### config.mk
export PLATFORM = sky130hd
export DESIGN_NAME = gamepad_pmod_driver
export DESIGN_NICKNAME = d
export VERILOG_FILES = /design/src/rtl/gamepad_pmod_driver.sv
export SDC_FILE = /design/constraint.sdc
export NUM_CORES = 1
export LEC_CHECK = 0
export BUFFER_PORTS_ARGS = -buffer_cell sky130_fd_sc_hd__clkbuf_2
export CAP_MARGIN = 20
export CELL_PAD_IN_SITES_DETAIL_PLACEMENT = 0
export CELL_PAD_IN_SITES_GLOBAL_PLACEMENT = 1
export CORE_AREA = 4 4 68 117
export DETAILED_ROUTE_END_ITERATION = 16
export DIE_AREA = 0 0 72 121
export GPL_ROUTABILITY_DRIVEN = 0
export GPL_TIMING_DRIVEN = 1
export MAX_ROUTING_LAYER = met4
export PLACE_DENSITY_LB_ADDON = 0.1
export SLEW_MARGIN = 5
export SYNTH_ARGS = -nofsm -noshare
export SYNTH_HDL_FRONTEND = slang
export SYNTH_SLANG_ARGS = --single-unit
### constraint.sdc
create_clock -name clk -period 2.6 [get_ports clk]
set_input_delay 0.13 -clock clk [delete_from_list [all_inputs] [get_ports clk]]
set_output_delay 0.13 -clock clk [all_outputs]
set_load 0.1 [all_outputs]
### src/rtl/gamepad_pmod_driver.sv
// Transmit-side Gamepad Pmod model: periodically latches two pad states and
// shifts 24 bits (controller 2 first) out on the latch/clk/data wires.
module gamepad_pmod_driver #(
  parameter int HALF_BIT     = 4,
  parameter int LATCH_CYCLES = 4,
  parameter int FRAME_PERIOD = 416666
) (
  input  logic        clk,
  input  logic        rst_n,
  input  logic        enable,
  input  logic [11:0] buttons_1,
  input  logic        present_1,
  input  logic [11:0] buttons_2,
  input  logic        present_2,
  output logic        pmod_latch,
  output logic        pmod_clk,
  output logic        pmod_data,
  output logic        frame_done,
  output logic        busy
);

  localparam int PCW   = $clog2(FRAME_PERIOD);
  localparam int MAXPH = (HALF_BIT > LATCH_CYCLES) ? HALF_BIT : LATCH_CYCLES;
  localparam int PHW   = $clog2(MAXPH + 1);

  localparam logic [PCW-1:0] PERIOD_LAST = PCW'(FRAME_PERIOD - 1);
  localparam logic [PHW-1:0] LATCH_LAST  = PHW'(LATCH_CYCLES - 1);
  localparam logic [PHW-1:0] HALF_LAST   = PHW'(HALF_BIT - 1);

  typedef enum logic [2:0] {IDLE, LATCH, LOW, HIGH, DONE} state_t;

  state_t          state, state_n;
  logic [PCW-1:0]  period_cnt;
  logic [PHW-1:0]  phase, phase_n;
  logic [4:0]      bit_idx, bit_idx_n;
  logic [23:0]     sreg, sreg_n;
  logic [11:0]     pad_1, pad_2;
  logic            latch_n, clk_n, data_n, done_n, busy_n;

  // Absent pads read as all ones through the receiver's pull-ups.
  assign pad_1 = present_1 ? buttons_1 : 12'hFFF;
  assign pad_2 = present_2 ? buttons_2 : 12'hFFF;

  always_comb begin
    state_n   = state;
    phase_n   = phase + 1'b1;
    bit_idx_n = bit_idx;
    sreg_n    = sreg;
    case (state)
      IDLE: begin
        phase_n = '0;
        if (enable && period_cnt == '0) begin
          state_n   = LATCH;
          sreg_n    = {pad_2, pad_1};
          bit_idx_n = '0;
        end
      end
      LATCH: if (phase == LATCH_LAST) begin
        state_n = LOW;
        phase_n = '0;
      end
      LOW: if (phase == HALF_LAST) begin
        state_n = HIGH;
        phase_n = '0;
      end
      HIGH: if (phase == HALF_LAST) begin
        phase_n = '0;
        if (bit_idx == 5'd23) begin
          state_n = DONE;
        end else begin
          state_n   = LOW;
          bit_idx_n = bit_idx + 1'b1;
          sreg_n    = {sreg[22:0], 1'b0};
        end
      end
      DONE: begin
        state_n = IDLE;
        phase_n = '0;
      end
      default: begin
        state_n = IDLE;
        phase_n = '0;
      end
    endcase

    // Outputs are decoded from the next state so they register with it.
    latch_n = (state_n == LATCH);
    clk_n   = (state_n == HIGH);
    data_n  = ((state_n == LOW) || (state_n == HIGH)) && sreg_n[23];
    done_n  = (state_n == DONE);
    busy_n  = (state_n != IDLE);
  end

  always_ff @(posedge clk) begin
    if (!rst_n) begin
      state      <= IDLE;
      period_cnt <= '0;
      phase      <= '0;
      bit_idx    <= '0;
      sreg       <= '0;
      pmod_latch <= 1'b0;
      pmod_clk   <= 1'b0;
      pmod_data  <= 1'b0;
      frame_done <= 1'b0;
      busy       <= 1'b0;
    end else begin
      state      <= state_n;
      phase      <= phase_n;
      bit_idx    <= bit_idx_n;
      sreg       <= sreg_n;
      pmod_latch <= latch_n;
      pmod_clk   <= clk_n;
      pmod_data  <= data_n;
      frame_done <= done_n;
      busy       <= busy_n;
      if (!enable || period_cnt == PERIOD_LAST) period_cnt <= '0;
      else                                     period_cnt <= period_cnt + 1'b1;
    end
  end

endmodule
# After elaboration in Yosys (flattened, before gate mapping)
# Index checks and enable logic that the tools add are counted.
# word_totals
input_bits	29
output_inout_bits	5
regBits	59
word_cells	58
# classes
n_reduce_logical	13
eq_ne	13
muxes	16
add_sub_neg	3
n_bitwise	2
# ops
op	n
two-way mux 24 bit	3
case mux 24 bit (2 select lines)	1
two-way mux 12 bit	2
adder 19 x 1 -> 19 bit, second input constant	1
equality test 19 bit, second input constant	1
zero test 19 bit	1
equality test 3 x 2 -> 1 bit, second input constant	5
two-way mux 3 bit	5
two-way mux 5 bit	3
case mux 3 bit (4 select lines)	1
case mux 5 bit (2 select lines)	1
equality test 3 x 1 -> 1 bit, second input constant	2
inequality test 2 bit, second input constant	3
OR reduction 3 bit	2
adder 5 x 1 -> 5 bit, second input constant	1
equality test 5 bit, second input constant	1
AND reduction 4 bit	1
adder 3 x 1 -> 3 bit, second input constant	1
equality test 3 bit, second input constant	1
zero test 3 bit	1
nonzero test 3 bit	1
logical AND 1 bit	2
logical OR 1 bit	2
inverter 1 bit	2
3 further kinds	3

# Depth between registers and ports, before layout
# depth
word_depth	7
ltp_mapped	8
depth_no_buf	6

# Least setup slack after synthesis
# OpenSTA, ideal clock, no wires.
# synth_path
path_kind	flip-flop to flip-flop
from	reg period_cnt[10]
to	reg period_cnt[16]
setup_time_ns	0.115
required_ns	2.485
path_stages_with_launch	6
synth_period_minus_slack_ns	1.947
path_buffers	1
t_arrival_ns	1.832
slack_ns	0.653
cell_sequence	dfxtp_1 or4_4 or4_4 o211ai_4 buf_8 nor2_1
# synth_via
elab_chain_cells	3
elab_cells_between_ends	4
cone_classes	add/sub: 1; eq/ne: 1; reduce/logical: 2
# synth_lines
item	line	source
start: declaration	33	logic [PCW-1:0] period_cnt;
start signal: assignment	117	else period_cnt <= period_cnt + 1'b1;
parallel branches: the longest is 3 deep, another holds adder 19 x 1 -> 19 bit	-	
# Several ways; the timed one is not identified.
# A chain may end at the register's enable or synchronous reset.

# Worst setup path in the final report
# layout_path
from	reg period_cnt[10]
to	reg period_cnt[9]
# layout_via
elab_chain_cells	3
# layout_lines
item	line	source
equality test 19 bit	116	if (!enable || period_cnt == PERIOD_LAST) period_cnt <= '0;
logical OR 1 bit	116	
OR reduction 2 bit (no source line)	-	
# Every way passes these cells.

==> summary.md <==
| Metric | Value |
|---|---|
| Pin count of the biggest net entering global routing | between 50 and 60 |
| Area enclosed by the die boundary | between 0.008 and 0.009 mm² |
| Number of buffer cells added on primary ports | 33 |
| Drt pass-1 iters | 4 |
| Count of inserted antenna diode cells | 0 |
| Maximum ir drop on the vdd rail | approximately 0.00038 V |
| Leakage power figure | 1.29 nW |
| Fill cell count | 688 |
| Starting Density | 42.5% |
| CTS Buf Count | 9 |
| Final Hold Violating Endpoints | 0 |
| Row Count | 41 |
| DRT iter0 DRCs | between 200 and 250 |
| Asr flop ratio synth | 0% |
| Number of global-route vias before repair | 2431 |
| Buffer levels on the longest clock path | 2 |
| Number of failing setup endpoints in the final timing report | 0 |
| Most Used Layer, Global Route | met2 |
| Minimum period implied by the final worst setup slack | about 2100 ps |
| Combined flip-flop and latch cell area | 0.00118 mm² |
| Period Utilization, post-route | 82.6% |
| Reg2Reg Setup Slack | 450 ps |
| Critical path launch point type | register |
| Initial antenna violation count | 0 |
| Sum of negative setup slack | 0 ps |
| Area of the multi-input gates | 0.00158 mm² |
| Arrival time of data at the critical path endpoint | 2340 ps |
| Number of setup buffers added after CTS | 0 |
| DRT antenna net count | 0 |
| Dominant register cell in the synthesized netlist | sky130_fd_sc_hd__dfxtp_1 |
| Vias per inst | roughly 5.5 |
| Half-perimeter wire length after detailed placement | between 4000 and 5000 µm |
| Final Instance Area | 0.00357 mm² |
| Number of enable flip-flop cells after synthesis | 0 |
| Depth of the most critical reg-to-reg path | 4 |
| Max Clock Freq | between 400 and 500 MHz |
| Cts hold-fix bufs | 0 |
| Routed via count | roughly 2500 |
| Sequential-to-total area share from yosys stat | between 30% and 40% |
| Measured slew at the worst slew-check pin | 578 ps |
| Width of the die | 72 µm |
| Area overhead of the layout relative to synthesis | 18.8% |
| Cell variety after synth | 39 |
| Post-route clock skew | 5.15 ps |
| Worst hold stages | 3 |
| Critical path start-end classification | reg -> reg |
| H-tree levels | 3 |
| Clock insertion delay at the later pin of the skew report | 330 ps |
| Remaining global-route overflow | 0 |
| Wire length of the first global-routing pass | 11300 µm |
| Global routing usage on met3 | 3.07% |
| Warnings from Yosys | 0 |
| Endpoint required time on the critical path | about 2800 ps |
| Endpoint type of the worst setup path | register |
| Final-stage net count | roughly 400 |
| Sink count of the clock tree | 59 |
| Min-Delay Endpoint | sreg[0]$_SDFFE_PN0P_ |
| Synthesized Nets | 380 |
| Post-Synthesis Mean Instance Area | just under 9 µm² |
| Routed Wire Length | ~6800 µm |
| Unrepaired setup endpoints after global routing | no |
| Crit Reg-Reg Startpoint | period_cnt[10]$_SDFF_PP0_ |
| Placed inst area | 0.00324 mm² |
| Power per unit of standard cell area | between 600 and 700 mW/mm² |
| Origin of the worst min-delay path | buttons_1[0] |
| Maximum fanout encountered on the critical timing path | 19 |
| WL/cell | 14.8 µm |
| Number of top-level design ports | 34 |
| Share of cells above drive strength 1 | 16.0% |
| Placeable core region | approximately 0.0071 mm² |
| Area of the mapped netlist | 0.00301 mm² |
| Clock tree from TritonCTS | done |
| Run status | finished, final reports clean |
| DRC violations left | 0 |
| Endpoint of the lowest-slack register-to-register path | period_cnt[9]$_SDFF_PP0_ |
| All-Layer GR Usage | 17.0% |
| Number of standard cells after synthesis | 345 |
| #FFs+latches synth | 59 |
| CTS clk-pin slew, worst paths | 50 ps |
| MaxCap Viol Count | 0 |
| Floorplan die height | 121 µm |
| Tightest Hold Check Type | in -> reg |
| Met1 track demand over resource | between 10% and 20% |
| Max-slew violation total from the final report | 0 |
| Worst slew margin | 61.3% |
| Global routing met2 resource utilization | 27.8% |
| Root buffer cell | sky130_fd_sc_hd__clkbuf_16 |
| Gates resized, CTS repair | 0 |
## worst max path at each step
stage                                           end  depth (start not counted)                       from  slack, ps
final                      period_cnt[9]$_SDFF_PP0_                          4  period_cnt[10]$_SDFF_PP0_        450
after global routing      period_cnt[14]$_SDFF_PP0_                          4  period_cnt[10]$_SDFF_PP0_        350
after CTS                  period_cnt[9]$_SDFF_PP0_                          4  period_cnt[10]$_SDFF_PP0_        430
after detailed placement   period_cnt[6]$_SDFF_PP0_                          4  period_cnt[10]$_SDFF_PP0_        440
after global placement     period_cnt[7]$_SDFF_PP0_                          4  period_cnt[10]$_SDFF_PP0_        460
after floorplan           period_cnt[16]$_SDFF_PP0_                          5  period_cnt[10]$_SDFF_PP0_        650
## report_power, final
group	switching [mW]	total, mW	internal [mW]
Combinational	0.121	0.224	0.103
Clock	0.403	1.29	0.884
Sequential	0.0211	0.967	0.946
## state kept, by name, summed over array words and instances, names as in the netlist
register and flops:
pmod_latch 1, state 3, period_cnt 19, phase 3, busy 1, sreg 24, pmod_data 1, bit_idx 5
frame_done 1, pmod_clk 1
## cell type report
cell class              count  area share, %
well taps                  86           3.01
clock buffers              11           7.08
repair buffers             38           6.73
flip-flops and latches     59           33.1
clock inverters             5           2.10
inverters                  37           3.89
multi-input cells         224           44.1
## cell usage in the layout (no fill, tap or decap), types with 3 or more instances in the layout
master / netlist / routed
sky130_fd_sc_hd__clkbuf_2: 0 / 33
sky130_fd_sc_hd__a32o_1: 21 / 21
sky130_fd_sc_hd__clkbuf_16: 0 / 9
sky130_fd_sc_hd__xnor2_1: 14 / 14
sky130_fd_sc_hd__nor2_1: 30 / 30
sky130_fd_sc_hd__o21ai_0: 3 / 3
sky130_fd_sc_hd__xor2_1: 3 / 3
sky130_fd_sc_hd__a21oi_1: 10 / 10
sky130_fd_sc_hd__dfxtp_1: 59 / 59
sky130_fd_sc_hd__ha_1: 6 / 6
sky130_fd_sc_hd__clkinv_2: 0 / 3
sky130_fd_sc_hd__buf_12: 0 / 3
sky130_fd_sc_hd__or3_1: 6 / 6
sky130_fd_sc_hd__nand4_1: 5 / 5
sky130_fd_sc_hd__inv_1: 37 / 37
sky130_fd_sc_hd__o21a_1: 22 / 22
sky130_fd_sc_hd__a211o_1: 3 / 3
sky130_fd_sc_hd__a211oi_1: 22 / 22
sky130_fd_sc_hd__nand2b_1: 25 / 25
sky130_fd_sc_hd__nor4_1: 9 / 9
sky130_fd_sc_hd__nand3_1: 10 / 10
sky130_fd_sc_hd__nor3_1: 9 / 8
sky130_fd_sc_hd__nand2_1: 4 / 4
## per-stage QoR
step | setup slack [ps] | hold slack (ps) | utilization, % | total power [mW] | instances
final | 453 | 156 | 50.4 | 2.48 | 460
after global routing | 352 | 155 | 50.4 | 2.58 | 460
after CTS | 426 | 140 | 50.4 | 2.51 | 460
after detailed placement | 438 | 416 | 45.8 | 1.21 | 444
after global placement | 463 | 407 | 45.8 | 1.21 | 444
after floorplan | 653 | 351 | - | 1.15 | 345
## worst max-delay path, stage by stage, from the launching register on
cell                       delay (ps)
sky130_fd_sc_hd__dfxtp_1          350
sky130_fd_sc_hd__or4_4            570
sky130_fd_sc_hd__or4_4            460
sky130_fd_sc_hd__o211ai_4         520
sky130_fd_sc_hd__nor2_1           110
## synth_stat cells (all sizes together) (10+ instances only)
master | n | share of area, %
a211oi | 22 | 5.5
a21oi | 10 | 1.7
a32o | 21 | 7.0
clkbuf | 20 | 2.5
dfxtp | 59 | 39
inv | 37 | 4.6
nand2b | 25 | 5.2
nand3 | 10 | 1.7
nor2 | 30 | 3.7
nor4 | 10 | 2.6
o21a | 22 | 5.5
xnor2 | 14 | 4.1
## layer usage
layer / up-vias / routed length (µm)
li1: 1284 / -
met1: 1200 / 2830
met2: 48 / 3520
met3: 14 / 237
met4: 0 / 225
met5: - / 0
## cell families after synthesis
kind of cell | count (synthesis) | synth area share (%)
flops | 59 | 39.3
simple gates | 114 | 21.7
fa+ha+maj | 6 | 2.50
buf+inv | 62 | 8.49
xor+xnor | 17 | 4.95
compound gates | 87 | 23.1
Power figures use the tool's default switching activity.
